## config.mk

```make
export PLATFORM = sky130hd
export DESIGN_NAME = rr_arbiter8_flat
export DESIGN_NICKNAME = d
export VERILOG_FILES = /design/src/rtl/arb_pkg.sv /design/src/rtl/rr_arbiter8_if.sv /design/src/rtl/grant_dec38.sv /design/src/rtl/rr_arbiter8.sv /design/src/flat_wrapper.sv
export SDC_FILE = /design/constraint.sdc
export NUM_CORES = 1
export LEC_CHECK = 0
export BUFFER_PORTS_ARGS = -buffer_cell sky130_fd_sc_hd__buf_2
export CORE_MARGIN = 10
export CORE_UTILIZATION = 55
export DETAILED_ROUTE_END_ITERATION = 16
export GPL_TIMING_DRIVEN = 0
export PLACE_DENSITY = 0.84
export SKIP_CTS_REPAIR_TIMING = 1
export SYNTH_ARGS = -nofsm -noshare
export SYNTH_HDL_FRONTEND = slang
export SYNTH_SLANG_ARGS = --single-unit
export TNS_END_PERCENT = 30
```

## constraint.sdc

```tcl
create_clock -name clk -period 5.8 [get_ports clk]
set_input_delay 1.16 -clock clk [delete_from_list [all_inputs] [get_ports clk]]
set_output_delay 1.16 -clock clk [all_outputs]
set_load 0.02 [all_outputs]
```

## src/rtl/arb_pkg.sv

```systemverilog
// Shared types and sizes for the 8-way round-robin arbiter slice.
// Contents: NUM_REQ / IDX_W sizing constants and the arbiter state enum.
package arb_pkg;

    localparam int unsigned NUM_REQ = 8;
    localparam int unsigned IDX_W   = 3;

    typedef enum logic [1:0] {
        IDLE = 2'd0,
        BUSY = 2'd1,
        GAP  = 2'd2
    } arb_state_e;

endpackage

```

## src/rtl/rr_arbiter8_if.sv

```systemverilog
// Requester-side bundle of the arbiter.
// Signals: en, req (requesters -> arbiter); gnt, gnt_idx, gnt_valid,
// timeout (arbiter -> requesters / resource select).
// Modports: master = requester set, slave = arbiter.
interface rr_arbiter8_if;
    import arb_pkg::*;

    logic               en;
    logic [NUM_REQ-1:0] req;
    logic [NUM_REQ-1:0] gnt;
    logic [IDX_W-1:0]   gnt_idx;
    logic               gnt_valid;
    logic               timeout;

    modport master (
        output en, req,
        input  gnt, gnt_idx, gnt_valid, timeout
    );

    modport slave (
        input  en, req,
        output gnt, gnt_idx, gnt_valid, timeout
    );

endinterface

```

## src/rtl/grant_dec38.sv

```systemverilog
// Combinational 3-to-8 one-hot decode with enable.
// Ports: en (decode enable), idx (3-bit index), dec_c (one-hot, 0 when en=0).
module grant_dec38
    import arb_pkg::*;
(
    input  logic               en,
    input  logic [IDX_W-1:0]   idx,
    output logic [NUM_REQ-1:0] dec_c
);

    always_comb begin
        dec_c = '0;
        if (en) begin
            dec_c[idx] = 1'b1;
        end
    end

endmodule

```

## src/rtl/rr_arbiter8.sv

```systemverilog
// Round-robin arbiter for 8 requesters sharing one resource.
// A winner is picked in IDLE searching from ptr upward, held in BUSY while
// its request stays high, and followed by one GAP cycle so the one-hot
// grant never overlaps between owners.
// Ports: clk, rst_n (async, active-low), bus (rr_arbiter8_if.slave:
// en, req in; gnt, gnt_idx, gnt_valid, timeout out).
// Parameter: MAX_HOLD (2..256), BUSY cycle limit per grant.
// Build option: define ARB_TIMEOUT_EN to force release after MAX_HOLD
// BUSY cycles with a one-cycle timeout pulse; otherwise timeout is 0 and
// a grant lasts until its request drops.
module rr_arbiter8
    import arb_pkg::*;
#(
    parameter int unsigned MAX_HOLD = 16
) (
    input  logic          clk,
    input  logic          rst_n,
    rr_arbiter8_if.slave  bus
);

    if (MAX_HOLD < 2 || MAX_HOLD > 256) begin : g_bad_max_hold
        $error("rr_arbiter8: MAX_HOLD must be in 2..256");
    end

    arb_state_e       state, state_nxt;
    logic [IDX_W-1:0] ptr, ptr_nxt;
    logic [IDX_W-1:0] gnt_idx_q, gnt_idx_nxt;
    logic             gnt_valid_c;

`ifdef ARB_TIMEOUT_EN
    localparam int unsigned      HOLD_W    = $clog2(MAX_HOLD);
    localparam logic [HOLD_W-1:0] HOLD_LAST = HOLD_W'(MAX_HOLD - 1);

    logic [HOLD_W-1:0] hold_cnt, hold_cnt_nxt;
    logic              timeout_q, timeout_nxt;
`endif

    // First set request at or after ptr, wrapping modulo 8.
    function automatic logic [IDX_W-1:0] rr_pick(
        input logic [NUM_REQ-1:0] r,
        input logic [IDX_W-1:0]   p
    );
        logic [IDX_W-1:0] cand;
        rr_pick = p;
        // Walk offsets downward so the smallest offset is the last hit.
        for (int i = int'(NUM_REQ) - 1; i >= 0; i--) begin
            cand = p + IDX_W'(i);
            if (r[cand]) begin
                rr_pick = cand;
            end
        end
    endfunction

    // State and datapath registers.
    always_ff @(posedge clk or negedge rst_n) begin
        if (!rst_n) begin
            state     <= IDLE;
            ptr       <= '0;
            gnt_idx_q <= '0;
`ifdef ARB_TIMEOUT_EN
            hold_cnt  <= '0;
            timeout_q <= 1'b0;
`endif
        end else begin
            state     <= state_nxt;
            ptr       <= ptr_nxt;
            gnt_idx_q <= gnt_idx_nxt;
`ifdef ARB_TIMEOUT_EN
            hold_cnt  <= hold_cnt_nxt;
            timeout_q <= timeout_nxt;
`endif
        end
    end

    // Next-state logic.
    always_comb begin
        state_nxt    = state;
        ptr_nxt      = ptr;
        gnt_idx_nxt  = gnt_idx_q;
`ifdef ARB_TIMEOUT_EN
        hold_cnt_nxt = hold_cnt;
        timeout_nxt  = 1'b0;
`endif
        unique case (state)
            IDLE: begin
                if (bus.en && (|bus.req)) begin
                    gnt_idx_nxt  = rr_pick(bus.req, ptr);
                    state_nxt    = BUSY;
`ifdef ARB_TIMEOUT_EN
                    hold_cnt_nxt = '0;
`endif
                end
            end
            BUSY: begin
                if (!bus.req[gnt_idx_q]) begin
                    state_nxt = GAP;
                    ptr_nxt   = gnt_idx_q + IDX_W'(1);
                end
`ifdef ARB_TIMEOUT_EN
                else if (hold_cnt == HOLD_LAST) begin
                    // Forced release; the owner re-queues behind everyone else.
                    state_nxt   = GAP;
                    ptr_nxt     = gnt_idx_q + IDX_W'(1);
                    timeout_nxt = 1'b1;
                end else begin
                    hold_cnt_nxt = hold_cnt + HOLD_W'(1);
                end
`endif
            end
            GAP: begin
                state_nxt = IDLE;
            end
            default: begin
                state_nxt = IDLE;
            end
        endcase
    end

    assign gnt_valid_c   = (state == BUSY);
    assign bus.gnt_valid = gnt_valid_c;
    assign bus.gnt_idx   = gnt_idx_q;
`ifdef ARB_TIMEOUT_EN
    assign bus.timeout   = timeout_q;
`else
    assign bus.timeout   = 1'b0;
`endif

    grant_dec38 u_dec (
        .en    (gnt_valid_c),
        .idx   (gnt_idx_q),
        .dec_c (bus.gnt)
    );

endmodule

```

## src/flat_wrapper.sv

```systemverilog
// flat-port wrapper written by rule: the top's interface ports become plain ports
module rr_arbiter8_flat import arb_pkg::*;
#(
    parameter int unsigned MAX_HOLD = 16
)
  (clk, rst_n, bus_en, bus_req, bus_gnt, bus_gnt_idx, bus_gnt_valid, bus_timeout);
  rr_arbiter8_if bus_i ();
  input  logic clk;
  input  logic rst_n;
  input wire logic [$bits(bus_i.en)-1:0] bus_en;
  input wire logic [$bits(bus_i.req)-1:0] bus_req;
  output wire logic [$bits(bus_i.gnt)-1:0] bus_gnt;
  output wire logic [$bits(bus_i.gnt_idx)-1:0] bus_gnt_idx;
  output wire logic [$bits(bus_i.gnt_valid)-1:0] bus_gnt_valid;
  output wire logic [$bits(bus_i.timeout)-1:0] bus_timeout;
  assign bus_i.en = bus_en;
  assign bus_i.req = bus_req;
  assign bus_gnt = bus_i.gnt;
  assign bus_gnt_idx = bus_i.gnt_idx;
  assign bus_gnt_valid = bus_i.gnt_valid;
  assign bus_timeout = bus_i.timeout;
  rr_arbiter8 #(.MAX_HOLD(MAX_HOLD)) u_core (.clk(clk), .rst_n(rst_n), .bus(bus_i));
endmodule
```

=== After elaboration in Yosys (flattened, before gate mapping) ===
Cells that the tools add are included.

* Output and inout bits: 13
* Word-level logic and storage cells: 64
* Bits of input ports: 11
* Bits in registers: 8

* Mux-type cells: 32
* Reduce and logical (&&, ||, !) cells: 7
* $add $sub $neg: 8
* Order comparisons: 10
* Bitwise logic cells: 1
* Equal/unequal tests: 3

{| class="wikitable"
|+ Operators with widths
! operator !! count
|-
| < comparator 3 x 4 -> 1 bit, second input constant || 9
|-
| binary-select mux 1 bit (select 3 bit) || 9
|-
| two-way mux 3 bit || 8
|-
| adder 3 bit, second input constant || 4
|-
| two-way mux 1 bit || 10
|-
| two-way mux 8 bit || 1
|-
| OR reduction 8 bit || 1
|-
| adder 3 x 1 -> 3 bit, second input constant || 2
|-
| adder 3 x 2 -> 3 bit, second input constant || 2
|-
| AND reduction 2 bit || 3
|-
| two-way mux 2 bit || 2
|-
| case mux 2 bit (2 select lines) || 1
|-
| demux 1 bit (select 3 bit) || 1
|-
| greater-or-equal comparator 3 x 1 -> 1 bit, second input constant || 1
|-
| equality test 2 x 1 -> 1 bit, second input constant || 1
|-
| logical AND 1 bit || 2
|-
| logical NOT 2 bit || 1
|-
| inequality test 2 x 1 -> 1 bit, second input constant || 1
|-
| inequality test 2 bit, second input constant || 1
|-
| NOT 1 bit || 1
|}

=== Depth between registers and ports, before layout ===
Gate-level depths: netlist of run 1.

* Depth after elaboration: 11
* Depth in mapped cells: 12
* Mapped depth without buffers: 8

=== Cells and area by module ===
Synthesis of run 1 repeated with hierarchy kept, for this count alone.

* Cell total of the unflattened synthesis: 153
* Area, all modules: 1477.7 µm²

{| class="wikitable"
|+ Modules (own cells, without submodules)
! module !! area an instance (µm²) !! cells each !! seq. area each (µm²) !! times used
|-
| rr_arbiter8 || 1382.6 || 145 || 200.2 || 1
|-
| grant_dec38 || 95.1 || 8 || 0.0 || 1
|}

=== Least setup slack after synthesis of run 1 ===
Ideal clock, no wire load.

* Path type: register to register
* Start point: register u_core.ptr[1]
* End point: register u_core.gnt_idx_q[1] (netlist: u_core.bus.gnt_idx[1])
* Path slack: 2.692 ns
* Buffers on the path: 3
* Library setup time: 0.145 ns
* Stages on the path, launching flop included: 12
* Period minus slack after synthesis: 3.108 ns
* Required time: 5.655 ns
* Data arrival time: 2.963 ns
* Cells stage by stage: dfrtp_1 > buf_2 > buf_2 > clkinv_1 > ha_1 > buf_2 > xor2_1 > mux4_2 > mux2_2 > o221a_2 > a21oi_2 > a221oi_2

* Longest elaborated chain between the ends: 11
* Elaborated cells on any way between the ends: 31
* Those cells by class: add/sub (7); mux (24)

{| class="wikitable"
|+ RTL lines
! what !! RTL line !! text
|-
| start: declaration || rr_arbiter8.sv:26 || <nowiki>logic [IDX_W-1:0] ptr, ptr_nxt;</nowiki>
|-
| start signal: assignment || rr_arbiter8.sv:66 || <nowiki>ptr <= ptr_nxt;</nowiki>
|-
| adder 3 bit || rr_arbiter8.sv:47 || <nowiki>cand = p + IDX_W'(i);</nowiki>
|-
| binary-select mux 1 bit (select 3 bit) || rr_arbiter8.sv:48 || <nowiki>if (r[cand]) begin</nowiki>
|-
| two-way mux 1 bit (not written as such) || rr_arbiter8.sv:48 ||
|-
| two-way mux 3 bit (7 in a row) || rr_arbiter8.sv:48 ||
|-
| two-way mux 3 bit * || rr_arbiter8.sv:48 ||
|-
| end signal: assignment || rr_arbiter8.sv:67 || <nowiki>gnt_idx_q <= gnt_idx_nxt;</nowiki>
|-
| end: declaration || rr_arbiter8.sv:27 || <nowiki>logic [IDX_W-1:0] gnt_idx_q, gnt_idx_nxt;</nowiki>
|}

Mark *: on every way between the ends. The rest lies on a longest branch, timed or not. The select of a mux whose other input is x is not followed.
A chain may end at the register's enable or synchronous reset.

=== Worst setup path after layout of run 1 ===
* Start point: register u_core.ptr[1]
* End point: register u_core.gnt_idx_q[0] (netlist: u_core.bus.gnt_idx[0])

The elaborated chain is that of the path after synthesis.

==> impl_results.md, run 1 <==
* Status: finished clean
* Slew @ Worst Pin at 0.711 ns
* Area of the core at 2710 sq um
* FILL cells at 225
* Placer Congestion at 0.981
* Die width at 72.6 um
* Ant. Diodes at 0
* Pleak at 0.738 nW
* Period utilization at 63.4%
* Setup crit start kind: flip-flop
* Drt pass-1 iters at 5
* Total wire length at 4250 um
* CTS H-tree lvls at 1
* Dominant synthesized flop cell: dfrtp_1
* Crit Path Class: reg2reg
* Multi-input logic area at 1210 sq um
* Vias/cell at 6.90
* Cell variety after synth at 45
* Setup violators final at 0
* Layout cells sized above 1 at 27.3%
* Top area cells in the synthesized netlist: mux4_2, dfrtp_1, mux2i_1
* Fin Setup TNS at 0 ns
* # nets final at 210
* Worst-skew pair later-pin latency at 0.25 ns
* IO buf count at 22
* Hpwl dp at 3210 um
* CP Cell Sequence: buf_2 -> buf_2 -> clkinv_1 -> ha_1 -> buf_2 -> xor2_1 -> mux4_2 -> mux2_2 -> a21oi_1 -> mux2i_1 -> o21ai_0
* Avg Inst Size Synth at 9.00 sq um
* Register area at 200 sq um
* Slowest-stage cell, CP: mux4_2
* Met3 Track Usage GR at 2.99%
* Drc violations at 0
* Pwr/cell area at 691 nW/um^2
* Fmax at 0.272 GHz
* Clk buf depth at 2
* DR vias at 1553
* IO Pins at 24
* Synth top cells by count: nor2_1, mux2i_1, nand2_1, mux4_2
* Layout area overhead at 11.3%
* First-pass GRT wire length at 6880 um
* Vias in the first global route at 1440
* #FFs+latches synth at 8
* Worst path max stage delay at 0.56 ns
* CP Max Fanout at 10
* Initial core utilization at 56.1%
* Arrival time worst endpoint at 3.80 ns
* Initial antenna violation count at 0
* Num CTS Buffers at 3
* Cell mode on critical path: buf_2
* Most frequent cell after synthesis: nor2_1
* Largest net degree at the start of global routing at 11
* Die Y at 72.6 um
* Tot GR Track Use at 15.4%
* Final non-filler cell total at 225
* Synthesized instance count at 169
* Clock-pin slew on the worst setup and hold paths at 0.05 ns
* Worst hold path type: reg2reg
* Final hold violations at 0
* Critical Path RT at 5.93 ns
* Placement Rows at 19
* Number of synthesized flops with an enable pin at 0
* Post-Place Cells at 222
* GR Layer Usage met1 at 20.3%
* Die area at 5270 sq um
* RSZ-0062 raised after global routing: no
* Initial DRC Count at 209
* CTS Sinks at 8
* Root Buffer: clkbuf_4
* Wire per inst at 18.9 um
* Net Count, Synth at 183
* Post-DRT Antenna Nets at 0
* Max Cap Violations at 0
* Busiest grt layer: met2
* Clock Skew at 0.00164 ns
* Slew margin rel. at 52.4%
* Sequential element share of the synthesized area at 13.2%
* Worst vdd ir at 0.430 mV
* Cell taking the most area after synthesis: mux4_2
* Met2 usage at 25.5%
* Warnings from Yosys at 0
* CP Capture Type: flip-flop
* Share of the synthesized area in the top cell type at 16.3%
* Mapped cell area at 1520 sq um
* Slew Viols, Final at 0
* CTS tree: built
* FFs w/ async S/R, synth at 100%
* Final critical-path required period at 3.68 ns
* GRT Residual Overflow at 0
==> stage by stage <==
stage | cell area, sq um | utilization (%) | worst slack (ns) | power [W] | hold WS, ns
2_1_floorplan | 1520 | - | 2.69 | 0.000904 | 0.641
3_5_place_dp | 1670 | 61.6 | 2.19 | 0.00110 | 0.633
5_1_grt | 1690 | 62.5 | 1.93 | 0.00126 | 0.694
3_3_place_gp | 1670 | 61.6 | 2.32 | 0.00107 | 0.597
4_1_cts | 1690 | 62.5 | 2.18 | 0.00115 | 0.636
6_report | 1690 | 62.5 | 2.12 | 0.00117 | 0.642
==> layout make-up <==
cell class	instances	share of cell area, %
multi-input cells	137	71.5
flip-flops and latches	8	11.8
repair buffers	22	6.50
plain buffers	15	4.51
well taps	31	2.29
inverters	9	2.00
clock buffers	3	1.33
==> cells by family (layout without fill, tap and decap cells) <==
logic type	after synthesis	after routing	synth area share [%]
AO/OA/AOI/OAI	40	40	19.9
XOR/XNOR	4	4	2.30
flip-flops	8	8	13.2
buffers and inverters	24	49	7.24
AND/OR/NAND/NOR	54	54	16.7
multiplexers	35	35	38.0
adder cells (fa/ha/maj)	3	3	2.47
other	1	1	0.246
==> power breakdown <==
| part | internal (W) | switching [W] | leakage, nW |
|---|---|---|---|
| registers | 0.0000836 | 0.0000258 | 0.0962 |
| clock network | 0.0000236 | 0.0000185 | 0.0138 |
| logic | 0.000442 | 0.000577 | 0.628 |
| total | 0.000549 | 0.000621 | 0.738 |
==> path summary, 6_finish.rpt <==
kind	start	end	slack, ns	cells after the start
max	u_core.ptr[1]	u_core.bus.gnt_idx[0]	2.12	11
max reg2reg	u_core.ptr[1]	u_core.bus.gnt_idx[0]	2.12	11
min in group asynchronous	rst_n	u_core.bus.gnt_idx[0]	0.74	1
max in group asynchronous	rst_n	u_core.ptr[0]	4.89	1
min	u_core.state[1]	u_core.state[0]	0.64	3
min reg2reg	u_core.state[1]	u_core.state[0]	0.64	3
==> layer usage <==
metal  wire length (um)  vias to the layer above
li1                   -                      704
met1               1730                      730
met2               1990                      113
met3                483                        6
met4                 52                        0
met5                  0                        -
==> flip-flops by register name, summed over array words and instances (netlist names) <==
| register | flops |
|---|---|
| u_core.bus.gnt_idx | 3 |
| u_core.ptr | 3 |
| u_core.state | 2 |
==> placed cells by master, fill, tap and decap left out, types with 2 or more instances in the layout <==
cell type,Yosys,final
nand2_1,12,12
nand2b_1,4,4
nor2_1,18,18
o22ai_1,2,2
mux2i_1,15,15
mux2_2,3,3
o21ai_0,8,8
a211oi_1,2,2
buf_2,7,29
nor2b_1,3,3
a22oi_1,4,4
or4_1,2,2
mux4_2,11,11
a21oi_1,6,6
xor2_1,4,4
nor3_1,4,4
o211ai_1,2,2
nand3_1,5,5
mux4_1,5,5
a2111oi_0,3,3
and2_1,3,3
a221oi_1,2,2
clkbuf_4,0,3
clkbuf_1,5,5
ha_1,3,3
a211o_1,2,2
inv_1,8,8
dfrtp_1,8,8
==> worst max-delay path, delay by kind of cell (launching register included) <==
| kind | cells | cell delay (ns) |
|---|---|---|
| compound gates | 2 | 0.32 |
| buf+inv | 4 | 1.06 |
| flops | 1 | 0.35 |
| xor+xnor | 1 | 0.42 |
| fa+ha+maj | 1 | 0.30 |
| mux | 3 | 1.09 |
(Power assumes the default switching activity.)
==> inputs of run 2 (changes only) <==
CORE_UTILIZATION = 52   (was 55)
PLACE_DENSITY = 0.83   (was 0.84)
clock period = 3 ns   (was 5.8 ns; I/O delays follow)
==> impl_results.md, run 2 (synthesis gave the netlist of run 1 again) <==
* CP top delay family: multiplexers
* Setup violators final at 0
* Final critical-path required period at 2.87 ns
* Fmax at 0.349 GHz
* Most frequent cells in the layout: buf_2, nor2_1, mux2i_1
* Final non-filler cell total at 230
* CTS Sinks at 8
* Critical path depth in cells at 11
* Clock-pin slew on the worst setup and hold paths at 0.05 ns
* IO buf count at 22
* Clk buf depth at 2
* Arrival time worst endpoint at 3.02 ns
* CP Capture Type: flip-flop
* Slew Viols, Final at 0
* Slew margin rel. at 54.8%
* Worst vdd ir at 1.01 mV
* IO Pins at 24
* Status: finished clean
* Die area at 5490 sq um
* Hpwl dp at 3350 um
* Die width at 74.1 um
* Pwr/cell area at 1360 nW/um^2
* # nets final at 215
* Vias/cell at 6.70
* FILL cells at 237
* Worst-skew pair later-pin latency at 0.25 ns
* Setup crit start kind: flip-flop
* GRT Residual Overflow at 0
* Vias in the first global route at 1518
* Total wire length at 4410 um
* Crit Path Class: reg2reg
* Fin Setup TNS at 0 ns
* Placement Rows at 19
* Critical Path RT at 3.15 ns
* Initial core utilization at 54.7%
* Final hold violations at 0
* Largest net degree at the start of global routing at 11
* CTS H-tree lvls at 1
* Placer Congestion at 0.946
* Area of the core at 2780 sq um
* Worst path max stage delay at 0.37 ns
* Die Y at 74.1 um
* Num CTS Buffers at 3
* Initial DRC Count at 111
* Multi-input logic area at 1230 sq um
* Slew @ Worst Pin at 0.675 ns
* Post-Place Cells at 222
* Root Buffer: clkbuf_4
* Layout cells sized above 1 at 32.7%
* Layout area overhead at 16.5%
* CP Cell Sequence: buf_6 -> buf_6 -> inv_4 -> ha_1 -> clkbuf_4 -> mux4_2 -> mux2_4 -> or3_1 -> a41oi_2 -> a21oi_2 -> a221oi_2
* Max Cap Violations at 0
* First-pass GRT wire length at 7470 um
* Most common cell after layout, fill and taps aside: buf_2
* CP Max Fanout at 10
* Cell mode on critical path: buf_6
* Post-DRT Antenna Nets at 0
* Drt pass-1 iters at 4
* CTS tree: built
* Initial antenna violation count at 0
* Pleak at 0.762 nW
* Reg2reg path depth at 11
* Worst hold path type: in2async
* Ant. Diodes at 0
* Slowest-stage cell, CP: dfrtp_1
* CP Buf/Inv Count at 4
* Period utilization at 95.6%
* DR vias at 1542
* Tot GR Track Use at 16.6%
* Register area at 201 sq um
* Clock Skew at 0.00190 ns
* Wire per inst at 19.2 um
* Drc violations at 0
-- run 2: changes by cell type in the layout (fill, tap and decap cells not counted), moves of 2 or more --
cell      before  now
buf_2         29   24
buf_4          1    6
clkbuf_4       3    6
buf_6          1    3
mux4_1         5    3
mux4_2        11   13
-- run 2: area by class of cell --
type                            count  area share (%)
Multi-Input combinational cell    137            69.4
Sequential cell                     8            11.4
Timing Repair Buffer               27            8.33
Buffer                             15            5.43
Tap cell                           31            2.19
Inverter                            9            2.05
Clock buffer                        3            1.27
-- run 2: power breakdown --
part,internal (W),switching (W)
clock network,0.0000457,0.0000362
registers,0.000163,0.0000546
logic,0.000965,0.00115
total,0.00117,0.00124
-- run 2: layer usage --
metal,wire length [um],vias to the layer above,GRT usage [%],part of all wire [%]
met4,47,0,4.76,1.1
met5,0,-,0,0
li1,-,713,-,-
met3,419,6,2.53,9.5
met1,1810,749,21.0,41
met2,2130,74,28.3,48
-- run 2: path summary, 6_finish.rpt --
kind,end,from,slack (ns)
max reg2reg,u_core.bus.gnt_idx[1],u_core.ptr[1],0.13
min reg2reg,u_core.state[0],u_core.state[1],0.62
max,u_core.bus.gnt_idx[1],u_core.ptr[1],0.13
min in group clk,u_core.state[0],u_core.state[1],0.62
max in group asynchronous,u_core.ptr[0],rst_n,2.64
min,u_core.ptr[1],rst_n,0.18
-- run 2: worst reg2reg max path, cell delays in order (launching register included) --
cell,delay (ns)
dfrtp_1,0.37
buf_6,0.15
buf_6,0.17
inv_4,0.08
ha_1,0.27
clkbuf_4,0.18
mux4_2,0.38
mux2_4,0.32
or3_1,0.34
a41oi_2,0.19
a21oi_2,0.05
a221oi_2,0.26
-- run 2: per-stage QoR --
| step | instance area [sq um] | utilization (%) | total power [W] | hold WS (ns) | setup slack (ns) |
|---|---|---|---|---|---|
| floorplan | 1530 | - | 0.00176 | 0.304 | 0.0794 |
| global placement | 1680 | 60.4 | 0.00209 | 0.444 | -0.296 |
| detailed placement | 1680 | 60.4 | 0.00215 | 0.454 | -0.387 |
| CTS | 1700 | 61.2 | 0.00224 | 0.181 | -0.408 |
| global route | 1770 | 63.7 | 0.00263 | 0.184 | -0.00292 |
| finish | 1770 | 63.7 | 0.00241 | 0.178 | 0.133 |
